===== src/rtl/add_sub_seq_pkg.sv =====
`default_nettype none
// ============================================================================
// Module  : add_sub_seq_pkg
// Purpose : Shared types and constants for the sequential adder/subtractor.
//           Contents:
//             state_e     - control state encoding (IDLE / BUSY / DONE)
//             SUB_SEL_BIT - index of the subtract-select bit in
//                           alu_control_signal
// Revision: 1.0 - initial release
// ============================================================================
package add_sub_seq_pkg;

  typedef enum logic [1:0] {
    ST_IDLE = 2'd0,
    ST_BUSY = 2'd1,
    ST_DONE = 2'd2
  } state_e;

  localparam int SUB_SEL_BIT = 3;

endpackage
`default_nettype wire


===== src/rtl/add_sub_chunk.sv =====
`default_nettype none
// ============================================================================
// Module  : add_sub_chunk
// Purpose : CHUNK-bit combinational adder slice with carry in/out.
//           Build option: ADD_SUB_SEQ_FLAGS_EN adds msb_cin, the carry into
//           the slice MSB, which feeds the signed-overflow flag.
// Ports   :
//   a, b     in  CHUNK  addend slices (b already inverted for subtract)
//   cin      in  1      carry in
//   sum      out CHUNK  slice sum
//   cout     out 1      carry out of slice MSB
//   msb_cin  out 1      carry into slice MSB (ADD_SUB_SEQ_FLAGS_EN only)
// Revision: 1.0 - initial release
// ============================================================================
module add_sub_chunk #(
  parameter int CHUNK = 16
) (
  input  logic [CHUNK-1:0] a,
  input  logic [CHUNK-1:0] b,
  input  logic             cin,
  output logic [CHUNK-1:0] sum,
  output logic             cout
`ifdef ADD_SUB_SEQ_FLAGS_EN
  ,
  output logic             msb_cin
`endif
);

  logic [CHUNK:0] full_sum;

  assign full_sum = {1'b0, a} + {1'b0, b} + {{CHUNK{1'b0}}, cin};
  assign sum      = full_sum[CHUNK-1:0];
  assign cout     = full_sum[CHUNK];

`ifdef ADD_SUB_SEQ_FLAGS_EN
  // The MSB sum bit is a ^ b ^ carry_in, so the carry into it falls out
  // by XOR-ing the operand bits back off.
  assign msb_cin = a[CHUNK-1] ^ b[CHUNK-1] ^ sum[CHUNK-1];
`endif

endmodule
`default_nettype wire


===== src/rtl/add_sub_seq_unit.sv =====
`default_nettype none
// ============================================================================
// Module  : add_sub_seq_unit
// Purpose : Multi-cycle WIDTH-bit adder/subtractor that processes CHUNK bits
//           per clock through one shared add_sub_chunk slice, with a carry
//           register between slices. Operands and results move through
//           valid/ready handshakes.
//           Build option: ADD_SUB_SEQ_FLAGS_EN adds overflow/zero outputs.
// Ports   :
//   clk                 in  1      clock, all state on posedge
//   rst                 in  1      synchronous reset, active-high
//   in_valid            in  1      operands valid
//   in_ready            out 1      block can accept operands (IDLE)
//   a, b                in  WIDTH  operands
//   alu_control_signal  in  4      bit 3: 1 = subtract, 0 = add
//   out_valid           out 1      result valid (DONE)
//   out_ready           in  1      consumer accepts result
//   result              out WIDTH  sum/difference mod 2^WIDTH
//   Cout                out 1      carry out of MSB (subtract: 1 = no borrow)
//   overflow            out 1      signed overflow (ADD_SUB_SEQ_FLAGS_EN)
//   zero                out 1      result == 0     (ADD_SUB_SEQ_FLAGS_EN)
// Revision: 1.0 - initial release
// ============================================================================
module add_sub_seq_unit
  import add_sub_seq_pkg::*;
#(
  parameter int WIDTH = 64,
  parameter int CHUNK = 16
) (
  input  logic             clk,
  input  logic             rst,
  input  logic             in_valid,
  output logic             in_ready,
  input  logic [WIDTH-1:0] a,
  input  logic [WIDTH-1:0] b,
  input  logic [3:0]       alu_control_signal,
  output logic             out_valid,
  input  logic             out_ready,
  output logic [WIDTH-1:0] result,
  output logic             Cout
`ifdef ADD_SUB_SEQ_FLAGS_EN
  ,
  output logic             overflow,
  output logic             zero
`endif
);

  localparam int NCHUNK = WIDTH / CHUNK;
  localparam int CNT_W  = (NCHUNK > 1) ? $clog2(NCHUNK) : 1;
  localparam logic [CNT_W-1:0] LAST_CHUNK = CNT_W'(NCHUNK - 1);

  generate
    if ((CHUNK <= 0) || (WIDTH % CHUNK != 0)) begin : g_chunk_check
      $error("add_sub_seq_unit: WIDTH must be a positive multiple of CHUNK");
    end
  endgenerate

  state_e             state_q,  state_d;
  logic [CNT_W-1:0]   cnt_q,    cnt_d;
  logic               carry_q,  carry_d;
  logic [WIDTH-1:0]   a_q,      a_d;
  logic [WIDTH-1:0]   b_q,      b_d;
  logic [WIDTH-1:0]   result_q, result_d;
  logic               cout_q,   cout_d;
`ifdef ADD_SUB_SEQ_FLAGS_EN
  logic               ovf_q,    ovf_d;
  logic               zero_q,   zero_d;
  logic               chunk_msb_cin;
`endif

  logic               sub;
  logic [CHUNK-1:0]   a_chunk;
  logic [CHUNK-1:0]   b_chunk;
  logic [CHUNK-1:0]   chunk_sum;
  logic               chunk_cout;
  logic               unused_ctrl_bits;

  assign sub              = alu_control_signal[SUB_SEL_BIT];
  assign unused_ctrl_bits = ^alu_control_signal[2:0];

  // Select the slice addressed by the chunk counter.
  always_comb begin
    a_chunk = '0;
    b_chunk = '0;
    for (int k = 0; k < NCHUNK; k++) begin
      if (cnt_q == CNT_W'(k)) begin
        a_chunk = a_q[k*CHUNK +: CHUNK];
        b_chunk = b_q[k*CHUNK +: CHUNK];
      end
    end
  end

  add_sub_chunk #(
    .CHUNK (CHUNK)
  ) u_chunk (
    .a       (a_chunk),
    .b       (b_chunk),
    .cin     (carry_q),
    .sum     (chunk_sum),
    .cout    (chunk_cout)
`ifdef ADD_SUB_SEQ_FLAGS_EN
    ,
    .msb_cin (chunk_msb_cin)
`endif
  );

  always_comb begin
    state_d  = state_q;
    cnt_d    = cnt_q;
    carry_d  = carry_q;
    a_d      = a_q;
    b_d      = b_q;
    result_d = result_q;
    cout_d   = cout_q;
`ifdef ADD_SUB_SEQ_FLAGS_EN
    ovf_d    = ovf_q;
    zero_d   = zero_q;
`endif
    case (state_q)
      ST_IDLE: begin
        if (in_valid) begin
          // Subtract is a + ~b + 1: B is stored inverted and the +1 enters
          // as the initial carry, so the op bit needs no register of its own.
          a_d     = a;
          b_d     = b ^ {WIDTH{sub}};
          carry_d = sub;
          cnt_d   = '0;
          state_d = ST_BUSY;
        end
      end
      ST_BUSY: begin
        for (int k = 0; k < NCHUNK; k++) begin
          if (cnt_q == CNT_W'(k)) begin
            result_d[k*CHUNK +: CHUNK] = chunk_sum;
          end
        end
        carry_d = chunk_cout;
        cnt_d   = cnt_q + 1'b1;
        if (cnt_q == LAST_CHUNK) begin
          cout_d  = chunk_cout;
          cnt_d   = '0;
          state_d = ST_DONE;
`ifdef ADD_SUB_SEQ_FLAGS_EN
          ovf_d   = chunk_msb_cin ^ chunk_cout;
          zero_d  = (result_d == '0);
`endif
        end
      end
      ST_DONE: begin
        if (out_ready) begin
          state_d = ST_IDLE;
        end
      end
      default: begin
        state_d = ST_IDLE;
      end
    endcase
  end

  always_ff @(posedge clk) begin
    if (rst) begin
      state_q  <= ST_IDLE;
      cnt_q    <= '0;
      carry_q  <= 1'b0;
      a_q      <= '0;
      b_q      <= '0;
      result_q <= '0;
      cout_q   <= 1'b0;
`ifdef ADD_SUB_SEQ_FLAGS_EN
      ovf_q    <= 1'b0;
      zero_q   <= 1'b0;
`endif
    end else begin
      state_q  <= state_d;
      cnt_q    <= cnt_d;
      carry_q  <= carry_d;
      a_q      <= a_d;
      b_q      <= b_d;
      result_q <= result_d;
      cout_q   <= cout_d;
`ifdef ADD_SUB_SEQ_FLAGS_EN
      ovf_q    <= ovf_d;
      zero_q   <= zero_d;
`endif
    end
  end

  assign in_ready  = (state_q == ST_IDLE);
  assign out_valid = (state_q == ST_DONE);
  assign result    = result_q;
  assign Cout      = cout_q;
`ifdef ADD_SUB_SEQ_FLAGS_EN
  assign overflow  = ovf_q;
  assign zero      = zero_q;
`endif

endmodule
`default_nettype wire


===== config.mk =====
export PLATFORM = sky130hd
export DESIGN_NAME = add_sub_seq_unit
export DESIGN_NICKNAME = d
export VERILOG_FILES = /design/src/rtl/add_sub_seq_pkg.sv /design/src/rtl/add_sub_chunk.sv /design/src/rtl/add_sub_seq_unit.sv
export SDC_FILE = /design/constraint.sdc
export NUM_CORES = 1
export LEC_CHECK = 0
export ABC_AREA = 1
export BUFFER_PORTS_ARGS = -buffer_cell sky130_fd_sc_hd__buf_2
export CAP_MARGIN = 20
export CORE_MARGIN = 5
export CORE_UTILIZATION = 50
export CTS_CLUSTER_DIAMETER = 150
export CTS_CLUSTER_SIZE = 24
export DETAILED_ROUTE_END_ITERATION = 6
export GPL_TIMING_DRIVEN = 0
export MAX_ROUTING_LAYER = met4
export PLACE_DENSITY = 0.84
export SKIP_LAST_GASP = 1
export SYNTH_ARGS = -nofsm -noshare
export SYNTH_HDL_FRONTEND = slang
export SYNTH_SLANG_ARGS = --single-unit

===== constraint.sdc =====
create_clock -name clk -period 3.25 [get_ports clk]
set_clock_uncertainty 0.15 [all_clocks]
set_input_delay 0.4875 -clock clk [delete_from_list [all_inputs] [get_ports clk]]
set_output_delay 0.4875 -clock clk [all_outputs]
set_load 0.05 [all_outputs]

==> Word-level counts from Yosys, hierarchy flattened <==
Index checks and enable logic that the tools add are counted.
{ "word_totals": {"register_bits": 198, "latch_bits": 0, "mem_bits_rw": 0, "mem_bits_ro": 0, "input_bits": 136, "wordCells": 49, "mem_count": 0} }
{ "op_classes": {"addsub": 3, "mul": 0, "n_div": 0, "n_lt_le_gt_ge": 0, "n_eq_ne": 8, "n_shift": 0, "n_mux": 17, "n_bitwise": 1, "reduce_logical": 10} }
{ "ops": {"columns": ["operator", "n"], "rows": [
  ["16-bit 2-to-1 mux", 8],
  ["64-bit XOR", 1],
  ["16-bit by 16-bit adder with 17-bit output", 1],
  ["17-bit by 1-bit adder with 17-bit output", 1],
  ["2-bit AND reduction", 6],
  ["2-bit 2-to-1 mux", 5],
  ["2-bit == test, second input constant", 3],
  ["2-bit one-hot mux with 3 select lines", 1],
  ["2-bit by 1-bit == test with 1-bit output, second input constant", 2],
  ["2-bit zero test", 2],
  ["2-bit != test, second input constant", 2],
  ["2-bit one-hot mux with 2 select lines", 1],
  ["3-bit AND reduction", 1],
  ["2-bit by 1-bit adder with 2-bit output, second input constant", 1],
  ["2-bit by 1-bit != test with 1-bit output, second input constant", 1],
  ["1-bit one-hot mux with 2 select lines", 1],
  ["2-bit nonzero test", 1],
  ["1-bit 2-to-1 mux", 1]
]} }

==> Depth between registers and ports, before layout <==
{ "logic_depth": {"depth_word": 8, "mapped_depth": 21} }

==> Cells and area by module <==
From an unflattened synthesis, not the netlist that was laid out.
{ "unflattened": {"cells_unflattened": 1416, "area_unflattened_um2": 9862.0} }
{ "modules_own_cells": {"columns": ["mod", "n_inst", "cells_each", "area_per_inst_um2", "seq_area_each_um2"], "rows": [
  ["add_sub_seq_unit", 1, 1232, 8869.8, 3963.8],
  ["add_sub_chunk", 1, 184, 992.2, 0.0]
]} }

==> Worst setup path before layout <==
Ideal clock, no wire load.
{ "synth_timing": {"kind": "register -> register", "startpoint": "register cnt_q[1]", "endpoint": "register result_q[56] (netlist: result[56])", "arrival_time_ns": 2.938, "path_slack_ns": 0.106, "path_stages_with_launch": 19, "path_buffers": 2, "path_cell_list": "dfxtp_1 -> inv_1 -> ha_1 -> buf_4 -> nor2_4 -> inv_1 -> buf_2 -> o221ai_1 -> a22oi_1 -> fa_1 -> fa_1 -> inv_1 -> nand3_1 -> nand3_1 -> nand2_1 -> nand2_1 -> xor2_2 -> o21bai_1 -> inv_1"} }
{ "synth_between": {"elab_chain_len": 7} }
{ "synth_rtl": {"columns": ["element", "line_no", "text"], "rows": [
  ["from (decl)", "add_sub_seq_unit.sv:59", "logic [CNT_W-1:0] cnt_q, cnt_d;"],
  ["from (signal assigned)", "add_sub_seq_unit.sv:175", "cnt_q <= cnt_d;"],
  ["2-bit zero test", "add_sub_seq_unit.sv:86", "if (cnt_q == CNT_W'(k)) begin"],
  ["16-bit 2-to-1 mux (4 in series)", "add_sub_seq_unit.sv:86", null],
  ["16-bit by 16-bit adder with 17-bit output", "add_sub_chunk.sv:31", "assign full_sum = {1'b0, a} + {1'b0, b} + {{CHUNK{1'b0}}, cin};"],
  ["17-bit by 1-bit adder with 17-bit output", "add_sub_chunk.sv:31", null],
  ["to (signal assigned)", "add_sub_seq_unit.sv:179", "result_q <= result_d;"],
  ["to (decl)", "add_sub_seq_unit.sv:63", "logic [WIDTH-1:0] result_q, result_d;"]
]} }
Several ways; a longest one is shown, not always the timed one.
A chain may end at the register's enable or synchronous reset.

==> Final worst setup path <==
{ "layout_timing": {"startpoint": "register cnt_q[1]", "endpoint": "register result_q[50] (netlist: result[50])"} }
The elaborated chain is that of the path after synthesis.

==> metrics <==
Seq pwr share approximately two fifths; Critical Path AT between 3 and 4 ns; syn_nets around 1,500; area of the die around 22,000 sq um; sw power ~2100 uW; clock latency on the worst-skew pair about 0.45 ns; Hold Crit Start a[25]; crit path launch cnt_q[1]; area grow syn2layout 24.4%; Final ANT Viol Nets 0; Final Slew Violations 0; CTS Root Cell clkbuf_16; internal power approximately 4300 uW; Worst setup SP type register; Max FO, Critical Path 8; Chip Height about 150 um; HP Class primary input to register; clk sinks just under 200; Mapped Cells 1,316; cell area after layout ~12,000 sq um; WP data required around 3.5 ns; switching share of total power roughly a third; Reg2Reg Launch Point cnt_q[1]; Layout Nets roughly 1,700; yosys warns 0; Routed WL around 31,000 um; DR WL/cell around 17 um; Synth Area per Inst 7.43 sq um; DPL Wire Length ~23,000 um; Worst VDD drop roughly 430 uV; Core Region between 15,000 and 20,000 sq um; Final setup violation count 1; CTS buffer count 17; CTS clk-pin slew, worst paths 0.08 ns; min setup slack post-route -0.00149 ns; sequential share of the synthesized area between 40 and 50%; DR pass1 iterations 5; Total Power ~6400 uW; R2R depth 14; placed cell areas ~11,000 sq um; Slew HR ~59%; Lkg Pwr between 0.005 and 0.006 uW; Tightest Pin Transition around 0.61 ns; via/cell ratio 5.29; RePlAce Congestion around 0.95; crit end category register; Max Fclk a little over 300 MHz; failing checks setup timing; Std-Cell Rows between 50 and 60; Max Cap Viol 0; via count a little under 10,000; CTS tree done; DR iter-0 viols between 700 and 800; die width 150 um; first-pass GRT wire length between 40,000 and 50,000 um; IO buf count 197; RSZ-0062 raised after global routing yes; largest net degree at the start of global routing 19; most frequent cells in the layout buf_2, dfxtp_1, o21ai_0; Cell variety after synth 36; # H-tree levels 4; Power Dens Cells 526 nW/um^2; Clock Power Share between 30 and 40%; most common cell after layout, fill and taps aside buf_2; Final period util 100%; CTS max path bufs 2; # DRC 0; All-Layer GR Usage between 20% and 30%; final hold vios 0; outcome complete, but fails checks; WS Path Type register to register; number of synthesized register bits 198; combinational share of power between 20% and 30%; DP Worst Slack -0.597 ns; minimum clock period around 3.3 ns; Starting Density roughly half; initial antenna violation count 1; Hold Slack ~0.14 ns; vias in the first global route roughly 9,000; mapped cell area 9780 sq um; share of layout cells above drive strength 1 between 20% and 30%; Hold Path Cell Cnt 3; IO Pins between 200 and 250; gr ovfl total 0
==> registers in the layout (all words and copies together), names as in the netlist <==
signal,flops
Cout,1
state_q,2
carry_q,1
cnt_q,2
b_q,64
a_q,64
result,64
==> power by group through the flow <==
stage               clock (uW)  combinational (uW)  sequential, uW
CTS                       2110                1450            2690
detailed placement           0                1400            2740
finish                    2110                1600            2690
global route              2200                1740            2700
floorplan                    0                 840            2840
global placement             0                1370            2730
==> Yosys cell counts <==
master	n	area, sq um
dfxtp_1	198	3960
o21ai_0	198	991
inv_1	177	664
nor2_1	152	571
nand2_1	121	454
a21oi_1	117	586
xor2_1	62	543
nand3_1	45	225
clkbuf_1	42	158
o21a_1	36	270
buf_4	21	158
ha_1	19	238
o21bai_1	18	135
a22oi_1	14	105
buf_2	13	65.1
o22ai_1	13	81.3
buf_6	10	113
nor2_2	6	37.5
xnor2_1	6	52.6
nand2_2	5	31.3
o211ai_1	5	37.5
a211oi_1	4	30.0
a21o_1	4	30.0
a22o_1	4	35.0
inv_2	4	15.0
o21ai_1	4	20.0
a21oi_2	3	26.3
nor3_1	3	15.0
fa_1	2	40.0
nand4_1	2	12.5
o221ai_1	2	17.5
xor2_2	2	32.5
and2_1	1	6.26
buf_1	1	3.75
nand3_2	1	10.0
nor2_4	1	11.3
==> kinds of logic after synthesis <==
group / Yosys count / share of synthesized area, %
DFF: 198 / 40.5
AOI/OAI and AO/OA: 422 / 24.2
xor gates and xnor gates: 70 / 6.42
buffers and inverters: 268 / 12.0
adders and majority gates: 21 / 2.84
and+or+nand+nor: 337 / 14.0
==> per-stage QoR <==
step           std cells  utilization (%)  setup TNS, ns
6_report            1828             63.0       -0.00149
5_1_grt             1828             63.0          -1.48
4_1_cts             1815             61.0        -0.0178
3_5_place_dp        1778             57.4         -16.94
3_3_place_gp        1778             57.4         -13.46
2_1_floorplan       1316                -              0
==> worst paths after layout <==
path	to	slack [ns]
min	a_q[25]	0.14
max reg2reg	result[50]	-0.001
max	result[50]	-0.001
min reg2reg	b_q[59]	0.30
==> worst max-delay path, cell delays in order (launching register included) <==
cell and delay, ns:
dfxtp_2 0.36, inv_2 0.06, ha_4 0.15, buf_6 0.13, nor2_4 0.21, inv_4 0.09
buf_8 0.15, o221ai_4 0.18, a22oi_2 0.10, fa_2 0.42, fa_2 0.38, buf_4 0.15
xnor2_1 0.28, inv_1 0.19, a21oi_1 0.18
==> what timing repair did <==
action | in CTS | in global routing
setup buffers | 5 | 12
hold buffers | 0 | 0
endpoints found under the hold margin | 0 | 0
gates resized for setup | 26 | 83
pin swaps | 4 | 21
endpoints found under the setup margin | 62 | 50
==> routing by layer <==
| layer | global-route usage [%] | vias to the layer above | wire length [um] | part of all wire (%) |
|---|---|---|---|---|
| met5 | - | - | 0 | 0 |
| met4 | 8.37 | 0 | 807 | 2.6 |
| met3 | 4.85 | 60 | 2410 | 7.9 |
| met2 | 43.4 | 421 | 14300 | 47 |
| met1 | 35.1 | 4439 | 13000 | 43 |
| li1 | - | 4742 | - | - |
==> cell type report <==
type / instances / area, sq um
clock inverters: 14 / 138
well taps: 265 / 332
fillers: 1686 / 7160
diodes: 1 / 2.50
repair buffers: 214 / 1110
multi-input cells: 850 / 4960
clock buffers: 18 / 439
flip-flops and latches: 198 / 3970
plain buffers: 87 / 534
inverters: 181 / 686
No activity file was read; power rests on OpenSTA's default activity.
